--- config.mk ---
export PLATFORM = sky130hd
export DESIGN_NAME = alu_seq
export DESIGN_NICKNAME = d
export VERILOG_FILES = /design/src/rtl/alu_seq.sv
export SDC_FILE = /design/constraint.sdc
export NUM_CORES = 1
export LEC_CHECK = 0
export CELL_PAD_IN_SITES_DETAIL_PLACEMENT = 0
export CELL_PAD_IN_SITES_GLOBAL_PLACEMENT = 1
export CORE_MARGIN = 5
export CORE_UTILIZATION = 35
export DETAILED_ROUTE_END_ITERATION = 6
export PLACE_DENSITY_LB_ADDON = 0.1
export REMOVE_ABC_BUFFERS = 1
export SLEW_MARGIN = 30
export SYNTH_ARGS = -nofsm -noshare
export SYNTH_HDL_FRONTEND = slang
export SYNTH_SLANG_ARGS = --single-unit
--- constraint.sdc ---
create_clock -name clk -period 3.6 [get_ports clk]
set_input_delay 0.72 -clock clk [delete_from_list [all_inputs] [get_ports clk]]
set_output_delay 0.72 -clock clk [all_outputs]
set_load 0.005 [all_outputs]
--- src/rtl/alu_seq.sv ---
// Registered ALU with Start/Busy/Done handshake: single-cycle logic/add/slt,
// iterative shift-add multiply and restoring divide/remainder (WIDTH cycles).
module alu_seq #(
  parameter int WIDTH = 16
) (
  input  logic             clk,
  input  logic             rst_n,
  input  logic             start,
  input  logic [WIDTH-1:0] a,
  input  logic [WIDTH-1:0] b,
  input  logic             bnegate,
  input  logic [2:0]       op,
  output logic             busy,
  output logic             done,
  output logic [WIDTH-1:0] result,
  output logic             zero,
  output logic             overflow,
  output logic             carryout,
  output logic             divzero
);

  localparam logic [2:0] OP_AND = 3'b000, OP_OR   = 3'b001, OP_ADD  = 3'b010,
                         OP_SLT = 3'b011, OP_XOR  = 3'b100, OP_MULU = 3'b101,
                         OP_DIVU = 3'b110, OP_REMU = 3'b111;
  localparam int CW = $clog2(WIDTH + 1);

  typedef enum logic [1:0] {IDLE, RUN, DONE} state_t;

  state_t           state, state_nx;
  logic [CW-1:0]    cnt;
  logic [2:0]       op_r;
  logic [WIDTH-1:0] opnd;   // multiplicand or divisor
  logic [WIDTH-1:0] hi;     // product high half or partial remainder
  logic [WIDTH-1:0] lo;     // multiplier shifting out or quotient shifting in

  logic accept, iter_op, last;
  assign accept  = start && (state != RUN);
  assign iter_op = (op == OP_MULU) || (op == OP_DIVU) || (op == OP_REMU);
  assign last    = (cnt == CW'(1));

  // ---------------- single-cycle ALU ----------------
  logic [WIDTH-1:0] bb, alu_res;
  logic [WIDTH:0]   sum, dif;
  logic             add_ov, slt_ov, alu_ov, alu_co;

  always_comb begin
    bb     = bnegate ? ~b : b;
    sum    = {1'b0, a} + {1'b0, bb} + {{WIDTH{1'b0}}, bnegate};
    // carry into MSB is a^b^sum at that bit; overflow is it XOR carry out
    add_ov = a[WIDTH-1] ^ bb[WIDTH-1] ^ sum[WIDTH-1] ^ sum[WIDTH];
    dif    = {1'b0, a} + {1'b0, ~b} + (WIDTH+1)'(1);
    slt_ov = (a[WIDTH-1] != b[WIDTH-1]) && (dif[WIDTH-1] != a[WIDTH-1]);
    alu_res = '0;
    alu_ov  = 1'b0;
    alu_co  = 1'b0;
    case (op)
      OP_AND: alu_res = a & bb;
      OP_OR:  alu_res = a | bb;
      OP_XOR: alu_res = a ^ bb;
      OP_ADD: begin
        alu_res = sum[WIDTH-1:0];
        alu_ov  = add_ov;
        alu_co  = sum[WIDTH];
      end
      OP_SLT: alu_res = {{(WIDTH-1){1'b0}}, dif[WIDTH-1] ^ slt_ov};
      default: ;
    endcase
  end

  // ---------------- iterative step ----------------
  logic [WIDTH:0]   mstep, dshift;
  logic [WIDTH-1:0] dsub, hi_nx, lo_nx;
  logic             dge;

  always_comb begin
    mstep  = {1'b0, hi} + (lo[0] ? {1'b0, opnd} : '0);
    dshift = {hi, lo[WIDTH-1]};
    dge    = dshift >= {1'b0, opnd};
    // when dge the difference is below the divisor, so WIDTH bits suffice
    dsub   = dshift[WIDTH-1:0] - opnd;
    if (op_r == OP_MULU) begin
      hi_nx = mstep[WIDTH:1];
      lo_nx = {mstep[0], lo[WIDTH-1:1]};
    end else begin
      hi_nx = dge ? dsub : dshift[WIDTH-1:0];
      lo_nx = {lo[WIDTH-2:0], dge};
    end
  end

  // ---------------- FSM ----------------
  always_ff @(posedge clk or negedge rst_n) begin
    if (!rst_n) state <= IDLE;
    else        state <= state_nx;
  end

  always_comb begin
    state_nx = state;
    case (state)
      IDLE, DONE: begin
        if (start) state_nx = iter_op ? RUN : DONE;
        else       state_nx = IDLE;
      end
      RUN:     if (last) state_nx = DONE;
      default: state_nx = IDLE;
    endcase
  end

  always_comb begin
    busy = (state == RUN);
    done = (state == DONE);
  end

  // ---------------- datapath / result registers ----------------
  always_ff @(posedge clk or negedge rst_n) begin
    if (!rst_n) begin
      cnt      <= '0;
      op_r     <= OP_AND;
      opnd     <= '0;
      hi       <= '0;
      lo       <= '0;
      result   <= '0;
      overflow <= 1'b0;
      carryout <= 1'b0;
      divzero  <= 1'b0;
    end else if (accept) begin
      if (iter_op) begin
        op_r <= op;
        opnd <= (op == OP_MULU) ? a : b;
        hi   <= '0;
        lo   <= (op == OP_MULU) ? b : a;
        cnt  <= CW'(WIDTH);
      end else begin
        result   <= alu_res;
        overflow <= alu_ov;
        carryout <= alu_co;
        divzero  <= 1'b0;
      end
    end else if (state == RUN) begin
      hi  <= hi_nx;
      lo  <= lo_nx;
      cnt <= cnt - CW'(1);
      if (last) begin
        result   <= (op_r == OP_REMU) ? hi_nx : lo_nx;
        overflow <= (op_r == OP_MULU) && (|hi_nx);
        carryout <= 1'b0;
        divzero  <= (op_r != OP_MULU) && (opnd == '0);
      end
    end
  end

  assign zero = (result == '0);

endmodule

==> metrics.txt <==
# TYPE chip_impl_metric gauge
chip_impl_metric{name="globalRouteOverflowTotal",unit=""} 0
chip_impl_metric{name="finalSetupViolCount",unit=""} 0
chip_impl_metric{name="ioPinCount",unit=""} 61
chip_impl_info{name="setup.worst_path.start",value="opnd[5]$_DFFE_PN0P_"} 1
chip_impl_info{name="synth-main-ff-cell",value="sky130_fd_sc_hd__dfrtp_1"} 1
chip_impl_metric{name="die_ar",unit="µm²"} 26270
chip_impl_metric{name="drtAntennaViolNets",unit=""} 0
chip_impl_metric{name="timing_hold_violations_final",unit=""} 0
chip_impl_metric{name="synthesis.instances",unit=""} 1056
chip_impl_metric{name="h_tree_level_count",unit=""} 3
chip_impl_metric{name="drtPass1Iterations",unit=""} 6
chip_impl_metric{name="critical_path.n_buffers_inverters",unit=""} 5
chip_impl_metric{name="yosysUniqueCellTypes",unit=""} 76
chip_impl_metric{name="share_of_total_power_in_combinational_logic",unit="%"} 71.9
chip_impl_metric{name="detail_route.wirelength",unit="mm"} 28.33
chip_impl_metric{name="dieWidth",unit="µm"} 162.1
chip_impl_metric{name="grt_first_pass_wirelength",unit="mm"} 44.35
chip_impl_info{name="unrepaired_setup_endpoints_after_global_routing",value="yes"} 1
chip_impl_metric{name="power_leakage",unit="nW"} 5.112
chip_impl_metric{name="max-cap-violations",unit=""} 0
chip_impl_metric{name="hpwl",unit="mm"} 23.21
chip_impl_info{name="cts.root.buffer_cell",value="sky130_fd_sc_hd__clkbuf_16"} 1
chip_impl_metric{name="async_flop_share",unit="%"} 100.0
chip_impl_metric{name="critPathMaxStageDelay",unit="ns"} 0.42
chip_impl_metric{name="clk_latency",unit="ns"} 0.34
chip_impl_info{name="run_status",value="completed"} 1
chip_impl_metric{name="switchingPower",unit="mW"} 4.201
chip_impl_metric{name="hold_ws",unit="ns"} 0.3164
chip_impl_info{name="critical_path.reg2reg.startpoint",value="opnd[5]$_DFFE_PN0P_"} 1
chip_impl_metric{name="dpl_worst_slack",unit="ns"} -0.4134
chip_impl_metric{name="final.setup_skew",unit="ns"} 0.008258
chip_impl_metric{name="tritoncts_num_sinks",unit=""} 77
chip_impl_metric{name="max_clock_freq",unit="MHz"} 289.5
chip_impl_metric{name="post_synth.cell_area_avg",unit="µm²"} 7.666
chip_impl_info{name="hold_class",value="input pin to asynchronous set/reset pin"} 1
chip_impl_metric{name="floorplan.initialDensity",unit="%"} 35.65
chip_impl_metric{name="avgRoutedWirePerCell",unit="µm"} 18.43
chip_impl_metric{name="worstPathMaxFanout",unit=""} 12
chip_impl_metric{name="timing.final.crit_share",unit="%"} 95.94
chip_impl_metric{name="dieHeight",unit="µm"} 162.1
chip_impl_metric{name="post_route_cells_drive_above_1_share",unit="%"} 18.85
chip_impl_metric{name="number_of_synthesized_flops_with_an_enable_pin",unit=""} 0
chip_impl_metric{name="antenna-diode-count",unit=""} 0
chip_impl_metric{name="count_of_state_elements_after_synthesis",unit=""} 77
chip_impl_metric{name="maximum_number_of_pins_on_one_net_before_global_route_repair",unit=""} 65
chip_impl_metric{name="power_frac_clock",unit="%"} 10.3
chip_impl_metric{name="timing.slew.headroom",unit="%"} 40.71
chip_impl_metric{name="post-route-min-period",unit="ns"} 3.454
chip_impl_metric{name="detail_route.drc_violations",unit=""} 0
chip_impl_metric{name="worstPathArrival",unit="ns"} 3.67
chip_impl_metric{name="globalplace.congestion",unit=""} 0.8648
chip_impl_metric{name="area_growth_syn_to_fin",unit="%"} 30.83
chip_impl_metric{name="first_iteration_detailed_routing_drc_count",unit=""} 469
chip_impl_info{name="timing_worst_setup_path_type",value="flip-flop to flip-flop"} 1
chip_impl_metric{name="antenna_found_initial",unit=""} 0
chip_impl_metric{name="intPower",unit="mW"} 4.894
chip_impl_metric{name="timing.final.ws_setup",unit="ns"} 0.1462
chip_impl_metric{name="post_synth_instance_area",unit="µm²"} 8095
chip_impl_info{name="worstPathCellList",value="inv_1, ha_1, buf_4, a21oi_2, nand2_2, nor4b_2, buf_4, o31ai_4, buf_12, or4_1, a32oi_2, nand4_1, nor4_2, buf_4, o31ai_1"} 1
chip_impl_metric{name="seq_power_share",unit="%"} 17.8
chip_impl_info{name="tritoncts_clock_tree",value="built"} 1
chip_impl_metric{name="worst-endpoint-required",unit="ns"} 3.82
chip_impl_metric{name="report.final.slew_viol_count",unit=""} 0
chip_impl_metric{name="vias",unit=""} 8067
chip_impl_metric{name="grt_util_all_layers",unit="%"} 21.40
chip_impl_metric{name="via_per_inst",unit=""} 5.249
chip_impl_metric{name="reg2reg_setup_slack",unit="ns"} 0.15
chip_impl_metric{name="row_count",unit=""} 55
chip_impl_metric{name="power_density",unit="nW/µm²"} 858.8
chip_impl_metric{name="number_of_i_o_port_buffers",unit=""} 60
chip_impl_metric{name="net_count_final",unit=""} 1370
chip_impl_metric{name="ys_warns",unit=""} 0
chip_impl_metric{name="cts_inserted_buffers",unit=""} 9
chip_impl_info{name="crit_top_cell",value="sky130_fd_sc_hd__buf_4"} 1
chip_impl_metric{name="core_area",unit="µm²"} 22710
chip_impl_metric{name="power.share.switching",unit="%"} 46.19
chip_impl_info{name="cp-end-kind",value="flip-flop"} 1
chip_impl_metric{name="number_of_global_route_vias_before_repair",unit=""} 7886
chip_impl_metric{name="clk_pin_slew_worst_paths",unit="ns"} 0.06
chip_impl_metric{name="worst_pin_slew",unit="ns"} 0.8883
chip_impl_info{name="critPathLaunchType",value="flip-flop"} 1
chip_impl_info{name="critPathSlowestCell",value="sky130_fd_sc_hd__or4_1"} 1
chip_impl_info{name="critical_path.top_delay_family",value="simple AND/OR/NAND/NOR gates"} 1
chip_impl_metric{name="clock_tree.buffer_depth",unit=""} 2
chip_impl_metric{name="register_area_share_after_synthesis",unit="%"} 23.80
chip_impl_metric{name="peakVddDrop",unit="mV"} 0.2870
-- sequential cells by signal, indices dropped and copies added, names as in the netlist --
signal and count:
cnt 5, result 16, lo 16, op_r 3
divzero 1, hi 16, opnd 16, overflow 1
carryout 1, state 2
-- metal layers --
layer  up-vias  global-route usage [%]  share of wire (%)
met5         -                       0                  0
met4         0                   4.652                1.3
met3        19                   1.624                3.1
met2       146                   37.04                 48
met1      3749                   29.34                 48
li1       4153                       -                  -
-- worst register-to-register path, cell delays in order, from the launching register on --
cell	delay, ns
sky130_fd_sc_hd__dfrtp_1	0.38
sky130_fd_sc_hd__inv_1	0.06
sky130_fd_sc_hd__ha_1	0.31
sky130_fd_sc_hd__buf_4	0.17
sky130_fd_sc_hd__a21oi_2	0.16
sky130_fd_sc_hd__nand2_2	0.10
sky130_fd_sc_hd__nor4b_2	0.31
sky130_fd_sc_hd__buf_4	0.19
sky130_fd_sc_hd__o31ai_4	0.10
sky130_fd_sc_hd__buf_12	0.18
sky130_fd_sc_hd__or4_1	0.42
sky130_fd_sc_hd__a32oi_2	0.28
sky130_fd_sc_hd__nand4_1	0.18
sky130_fd_sc_hd__nor4_2	0.29
sky130_fd_sc_hd__buf_4	0.16
sky130_fd_sc_hd__o31ai_1	0.06
-- cells in the mapped netlist, types with 19 or more instances --
library cell               count  area [µm²]
sky130_fd_sc_hd__inv_1        87       326.6
sky130_fd_sc_hd__nand2_1     118       442.9
sky130_fd_sc_hd__o21ai_0     103       515.5
sky130_fd_sc_hd__nor2_1       73       274.0
sky130_fd_sc_hd__xor2_1       31       271.5
sky130_fd_sc_hd__a21oi_1     108       540.5
sky130_fd_sc_hd__a21o_1       22       165.2
sky130_fd_sc_hd__dfrtp_1      77        1927
sky130_fd_sc_hd__and2_1       19       118.9
sky130_fd_sc_hd__mux2i_1      39       390.4
sky130_fd_sc_hd__clkbuf_1     48       180.2
sky130_fd_sc_hd__ha_1         80        1001
sky130_fd_sc_hd__nand3_1      24       120.1
-- through the flow --
step	std cells	utilization [%]	power, mW	instance area [µm²]	setup TNS (ns)
after floorplan	1003	-	5.090	7876	0
after global placement	1519	44.74	8.008	10160	-1.679
after detailed placement	1519	44.74	8.004	10160	-2.247
after CTS	1535	46.14	9.024	10480	0
after global routing	1537	46.64	9.867	10590	-0.02950
final	1537	46.64	9.095	10590	0
-- final cells by class --
class / instances / area (µm²)
Multi-Input combinational cell: 839 / 5742
Clock inverter: 7 / 75.07
Sequential cell: 77 / 1927
Timing Repair Buffer: 233 / 1939
Clock buffer: 9 / 225.2
Fill cell: 2327 / 12120
Inverter: 87 / 326.6
Tap cell: 285 / 356.6
-- cell usage in the layout, fill, tap and decap left out, drive strengths merged, types with 5 or more instances in the layout --
cell           count
buf              174
nand2            118
a21oi            110
o21ai            103
inv               88
ha                80
dfrtp             77
nor2              73
clkdlybuf4s50     57
mux2i             39
xor2              31
nand3             25
a21o              22
and2              20
a211oi            15
nand2b            14
xnor2             13
nor2b             13
nor4              13
nor3              11
a31oi              9
clkbuf             9
a2bb2oi            8
o22ai              7
o31ai              7
and3               6
o211ai             6
o21bai             5
o311ai             5
-- power groups by stage --
stage | logic (mW) | registers [mW] | clock network [mW]
CTS | 6.45 | 1.62 | 0.960
detailed placement | 6.37 | 1.63 | 0
finish | 6.54 | 1.62 | 0.939
floorplan | 3.52 | 1.57 | 0
global placement | 6.37 | 1.63 | 0
global route | 7.20 | 1.67 | 0.996
-- kinds of logic after synthesis --
kind of cell | synth area share, %
AO/OA/AOI/OAI | 27.23
AND/OR/NAND/NOR | 18.87
buffers and inverters | 6.739
adder cells (fa/ha/maj) | 13.35
flip-flops | 23.80
XOR/XNOR | 4.760
multiplexers | 5.239
-- path summary, 6_finish.rpt --
kind                                               to  cells past startpoint
worst max-delay path             overflow$_DFFE_PN0P_                     15
worst min-delay path            result[4]$_DFFE_PN0P_                      1
worst max register to register   overflow$_DFFE_PN0P_                     15
worst min register to register    op_r[2]$_DFFE_PN0P_                      1
max in group asynchronous           lo[9]$_DFFE_PN0P_                      2
min in group clk                  op_r[2]$_DFFE_PN0P_                      1
-- repair_timing --
action / in CTS / in global routing
hold buffers: 0 / 0
gates resized for setup: 3 / 27
setup endpoints to repair: 2 / 8
pin swaps: 1 / 13
cloned: 0 / 0
setup buffers: 0 / 2
(Power assumes the default switching activity.)
==> RTL change 1: new RTL, same settings <==
Register the output `done`, without a reset; this adds one clock of latency there. The other outputs are not delayed to match.
--- a/src/rtl/alu_seq.sv
+++ b/src/rtl/alu_seq.sv
@@ -26,4 +26,6 @@
 
   typedef enum logic [1:0] {IDLE, RUN, DONE} state_t;
+
+  logic done_d;
 
   state_t           state, state_nx;
@@ -108,5 +110,5 @@
   always_comb begin
     busy = (state == RUN);
-    done = (state == DONE);
+    done_d = (state == DONE);
   end
 
@@ -151,4 +153,8 @@
   assign zero = (result == '0);
 
+  always_ff @(posedge clk) begin
+    done <= done_d;
+  end
+
 endmodule
 
Behaviour: not the same (a bounded check fails within 4 cycles, from zero or initial values and one cycle with rst_n low).
==> RTL change 1 against the unedited design <==
First-iteration DRC count down 13%. Core utilization up 0.083 points. Setup slack better by 0.0063 ns. Cell area up 0.18%. Synthesized area up 0.25%. Worst hold slack better by 0.036 ns. Combinational power up 0.8%. Via count down 0.40%. Power up 2.6%. Maximum frequency up 0.18%. Sequential cell count up 1. Wire length up 0.50%. Clock power up 16%.
==> RTL change 1: results (changes against the unedited design) <==
Detailed routing
  – DR vias/cell: 5.26 (+0.19%)
  – Met3 routed WL: 652 um (-26%)
  – Met2 WL: 13500 um (-0.42%)
  – Vias post-DR: 8035 (-0.40%)
  – Routed WL: 28500 um (+0.50%)
  – Initial DRC Count: 409 (-13%)
  – Drt pass-1 iters: 5 (-1)
  – Metal-1 WL: 14000 um (+3.5%)

Placed design
  – DP Wirelength: 22900 um (-1.5%)
  – Placed cells: 1506 (-0.86%)
  – Cell Area, Placed: 10100 sq um (-0.84%)
  – Final GP Congestion: 0.867 (+0.29%)
  – Post-Place Worst Slack: -0.328 ns (+0.0856 ns)

Final layout
  – Share of layout cells above drive strength 1: 18.2% (-0.67 points)
  – Non-clock buffer share of cell area: 17.7% (-0.65 points)
  – Synth-to-Final Area Change: 30.7% (about the same)
  – Clock buf/inv share: 3.27% (+0.43 points)
  – Nets: 1361 (-0.66%)
  – Multi-input gate area: 5760 sq um (+0.30%)
  – Buffers, non-clock: 223 (-4.3%)
  – Seq. cell area: 1950 sq um (+1.0%)
  – Fillers: 2338 (+0.47%)
  – Multi-input gate count: 839 (unchanged)

Power and ir drop
  – Switching Fraction: 45.6% (-0.63 points)
  – Net switching power: 4.25 mW (+1.2%)
  – Worst IR Drop VDD: 0.390 mV (+36%)
  – Clk power: 1.09 mW (+16%)
  – Lkg Pwr: 5.10 nW (-0.32%)

Global routing
  – Met1 usage: 30.1% (+0.72 points)
  – GRT Overall Usage: 21.4% (about the same)
  – Met3 Use GR: 1.57% (-0.051 points)
  – Grt met2 use: 36.7% (-0.36 points)
  – First-pass GRT wire length: 44500 um (+0.44%)
  – Vias in the first global route: 7785 (-1.3%)

Yosys
  – Seq/Total Area, Yosys: 24.0% (+0.19 points)
  – Synth Instances: 1057 (+0.095%)
  – Post-synth ARST share: 98.7% (-1.3 points)
  – Netlist cell types: 77 (+1.3%)
  – Yosys warns: 0 (unchanged)
  – Top post-synthesis cells by area: dfrtp_1, ha_1, a21oi_1, o21ai_0, nand2_1

Clock network
  – Post-CTS Setup Inserts: 1 (+1)
  – TritonCTS Sinks: 78 (+1.3%)
  – Worst-path clk slew: 0.07 ns

Critical path
  – Worst Path Arrival: 3.66 ns (about the same)
  – Worst-path cell with the longest stage delay: dfrtp_1
  – Worst r2r dst: overflow$_DFFE_PN0P_
  – Delay-heaviest family, CP: compound AO/OA/AOI/OAI gates
  – Critical R2R Launch: lo[15]$_DFFE_PN0P_
  – Crit path max fanout: 3 (-9)
  – FF-to-FF path depth: 16 (+1)

Timing
  – Slew @ Worst Pin: 0.908 ns (+0.0195 ns)
  – Worst hold slack: 0.352 ns (+0.0360 ns)
  – Final setup skew: 0.00888 ns (+0.000626 ns)

Outcome
  – Run status: completed
-- RTL change 1: cell families after synthesis --
family / count (synthesis) / share of synthesized area (%)
xor gates and xnor gates: 44 / 4.75
AOI/OAI and AO/OA: 349 / 27.2
and+or+nand+nor: 320 / 18.8
buffers and inverters: 140 / 6.72
DFF: 78 / 24.0
muxes: 42 / 5.23
adders and majority gates: 84 / 13.3
-- RTL change 1: worst max-delay path by stage --
stage,start,end,slack (ns),depth (start not counted)
2_1_floorplan,hi[7]$_DFFE_PN0P_,overflow$_DFFE_PN0P_,0.33,10
3_3_place_gp,b[1],result[0]$_DFFE_PN0P_,-0.26,17
3_5_place_dp,b[1],result[0]$_DFFE_PN0P_,-0.33,17
4_1_cts,b[1],result[0]$_DFFE_PN0P_,0.01,17
5_1_grt,lo[15]$_DFFE_PN0P_,overflow$_DFFE_PN0P_,-0.007,16
6_report,lo[15]$_DFFE_PN0P_,overflow$_DFFE_PN0P_,0.15,16
==> RTL change 2: new RTL, config.mk and constraints unchanged <==
Made on the original files. Change the parameter `WIDTH` from 16 to 32.
--- a/src/rtl/alu_seq.sv
+++ b/src/rtl/alu_seq.sv
@@ -2,5 +2,5 @@
 // iterative shift-add multiply and restoring divide/remainder (WIDTH cycles).
 module alu_seq #(
-  parameter int WIDTH = 16
+  parameter int WIDTH = 32
 ) (
   input  logic             clk,
Ports: changed (resized a, b and result); port bits go from 61 to 109. No check against the original RTL was run, so the function may have changed too.
==> RTL change 2 against the unedited design <==
The flow now finishes with violations (negative setup slack). Die area rose by 91%. Power rose to 2.7 times the old value. Maximum frequency fell by 19%. Cell area rose by 120%. Synthesized area rose by 98%. Via count rose by 130%. Sequential cell count rose by 65. First-iteration DRC count rose to 3.2 times the old value. Setup slack got worse by 0.79 ns. Wire length rose to 2.6 times the old value. Sequential share of layout area fell by 3.3 points. Critical path type unchanged. Critical endpoint unchanged.
==> RTL change 2: results (changes against the unedited design) <==
Clock network
  – Clk_lat worst skew: 0.45 ns (+0.11 ns)
  – H-tree lvl count: 4 (+1)
  – CTS Buffer Depth: 2 (unchanged)
  – Cts bufs inserted: 17 (+8)
  – Root Buffer: clkbuf_16
  – Worst-path clk slew: 0.07 ns

Final layout
  – Leading cell type in the layout, fill and taps excluded: buf_4
  – Fillers: 4479 (+92%)
  – Nets: 3056 (+120%)
  – Share of layout cells above drive strength 1: 29.7% (+11 points)
  – Ant. Diodes: 0 (unchanged)

Placed design
  – Port Buf Inserts: 108 (+80%)
  – Post-Place Worst Slack: -1.12 ns (-0.704 ns)
  – DP Wirelength: 57300 um (+150%)
  – Final GP Congestion: 0.951 (+10%)

Timing
  – Post-route worst setup slack: -0.642 ns (-0.789 ns)
  – Final setup skew: 0.0150 ns (+0.00675 ns)
  – Final setup fails: 6 (+6)
  – Slew HR: 25.2% (-16 points)

Global routing
  – Largest net degree at the start of global routing: 85 (+31%)
  – Vias in the first global route: 18100 (+130%)
  – GRT Residual Overflow: 0 (unchanged)
  – First-pass GRT wire length: 107000 um (+140%)
  – Initial antenna violation count: 0 (unchanged)
  – GRT Overall Usage: 27.5% (+6.1 points)

Power and ir drop
  – Worst IR Drop VDD: 0.687 mV (+140%)
  – Lkg Pwr: 11.4 nW (+120%)

Critical path
  – Delay-heaviest family, CP: simple AND/OR/NAND/NOR gates
  – Worst Setup SP: lo[0]$_DFFE_PN0P_
  – Crit path max fanout: 9 (-3)
  – Worst r2r dst: overflow$_DFFE_PN0P_
  – Worst-path cell with the longest stage delay: or4_4
  – Critical Path End Type: flop
  – Slowest stage delay, CP: 0.56 ns (+0.14 ns)
  – FF-to-FF path depth: 17 (+2)

Outcome
  – Run status: finished, violations left
  – Violated checks: negative setup slack

Yosys
  – Netlist cell types: 80 (+5.3%)
  – Top post-synthesis cells by area: dfrtp_1, ha_1, nand2_1, o21ai_0, a21oi_1
  – Yosys warns: 0 (unchanged)
  – Post-synth top cells: nand2_1, o21ai_0, inv_1
  – Seq/Total Area, Yosys: 22.2% (-1.6 points)
  – Predominant post-synthesis flop cell: dfrtp_1
  – Post-synth ARST share: 100% (unchanged)

Detailed routing
  – DR vias/cell: 5.46 (+4.0%)
  – Drt pass-1 iters: 5 (-1)
  – WL per Instance: 21.1 um (+14%)
  – Initial DRC Count: 1497 (+220%)

Hold path
  – Worst min-delay path class: input pin to async pin

Flow run
  – # Max-Cap Violations: 0 (unchanged)
-- RTL change 2: cell count changes after synthesis, sizes merged, moves of 65 or more --
cell   unedited run  this run
dfrtp            77       142
ha               80       160
inv              87       167
nand2           118       334
nor2             73       160
o21ai           103       242
-- RTL change 2: report_power, final --
group | switching (mW) | internal (mW) | total (mW)
clock | 0.813 | 1.12 | 1.93
combinational | 10.1 | 9.21 | 19.4
sequential | 0.732 | 2.38 | 3.11
total | 11.7 | 12.7 | 24.4
-- RTL change 2: per-stage QoR --
stage          TNS, ns  std cells  hold WS, ns  utilization, %  area (sq um)
3_3_place_gp    -16.25       3357        0.491            47.7         21600
3_5_place_dp    -17.16       3357        0.497            47.7         21600
6_report        -0.961       3434        0.301            52.5         23800
2_1_floorplan  -152.79       2092        0.424               -         15500
5_1_grt          -2.61       3434        0.365            52.5         23800
4_1_cts         -0.880       3410        0.348            50.1         22700
-- RTL change 2: cells by family after synthesis --
kind of cell	after synthesis	synth area share, %
fa+ha+maj	164	13.0
flops	142	22.2
simple gates	753	21.4
mux	34	2.20
xor+xnor	107	5.85
compound gates	725	28.3
buf+inv	296	7.05
-- RTL change 2: layout make-up --
cell class / count / area share (%)
timing repair buffer: 710 / 24.5
clock buffer: 18 / 1.84
inverter: 167 / 2.63
multi-input combinational: 1783 / 52.1
clock inverter: 14 / 0.767
tap: 600 / 3.15
sequential: 142 / 14.9
-- RTL change 2: worst min path at each step --
stage          cells after the start               endpoint  slack (ns)
2_1_floorplan                      0   carryout$_DFFE_PN0P_        0.42
4_1_cts                            1  result[3]$_DFFE_PN0P_        0.35
3_5_place_dp                       2     lo[16]$_DFFE_PN0P_        0.50
6_report                           1  result[3]$_DFFE_PN0P_        0.30
3_3_place_gp                       2     lo[18]$_DFFE_PN0P_        0.49
5_1_grt                            1  result[3]$_DFFE_PN0P_        0.36
-- RTL change 2: timing repair --
item                                    in CTS  in global routing
pin swaps                                   42                 69
cloned                                       1                  1
resized for setup                           94                197
setup buffers                               20                 26
endpoints found under the setup margin      32                 30
endpoints found under the hold margin        0                  0
-- RTL change 2: routing by layer --
layer / track usage, % / vias to the layer above / wire (um)
met5: 0 / - / 0
met4: 9.43 / 0 / 2170
met3: 2.69 / 99 / 3530
met2: 43.3 / 611 / 32600
met1: 39.5 / 8922 / 34000
li1: - / 9115 / -
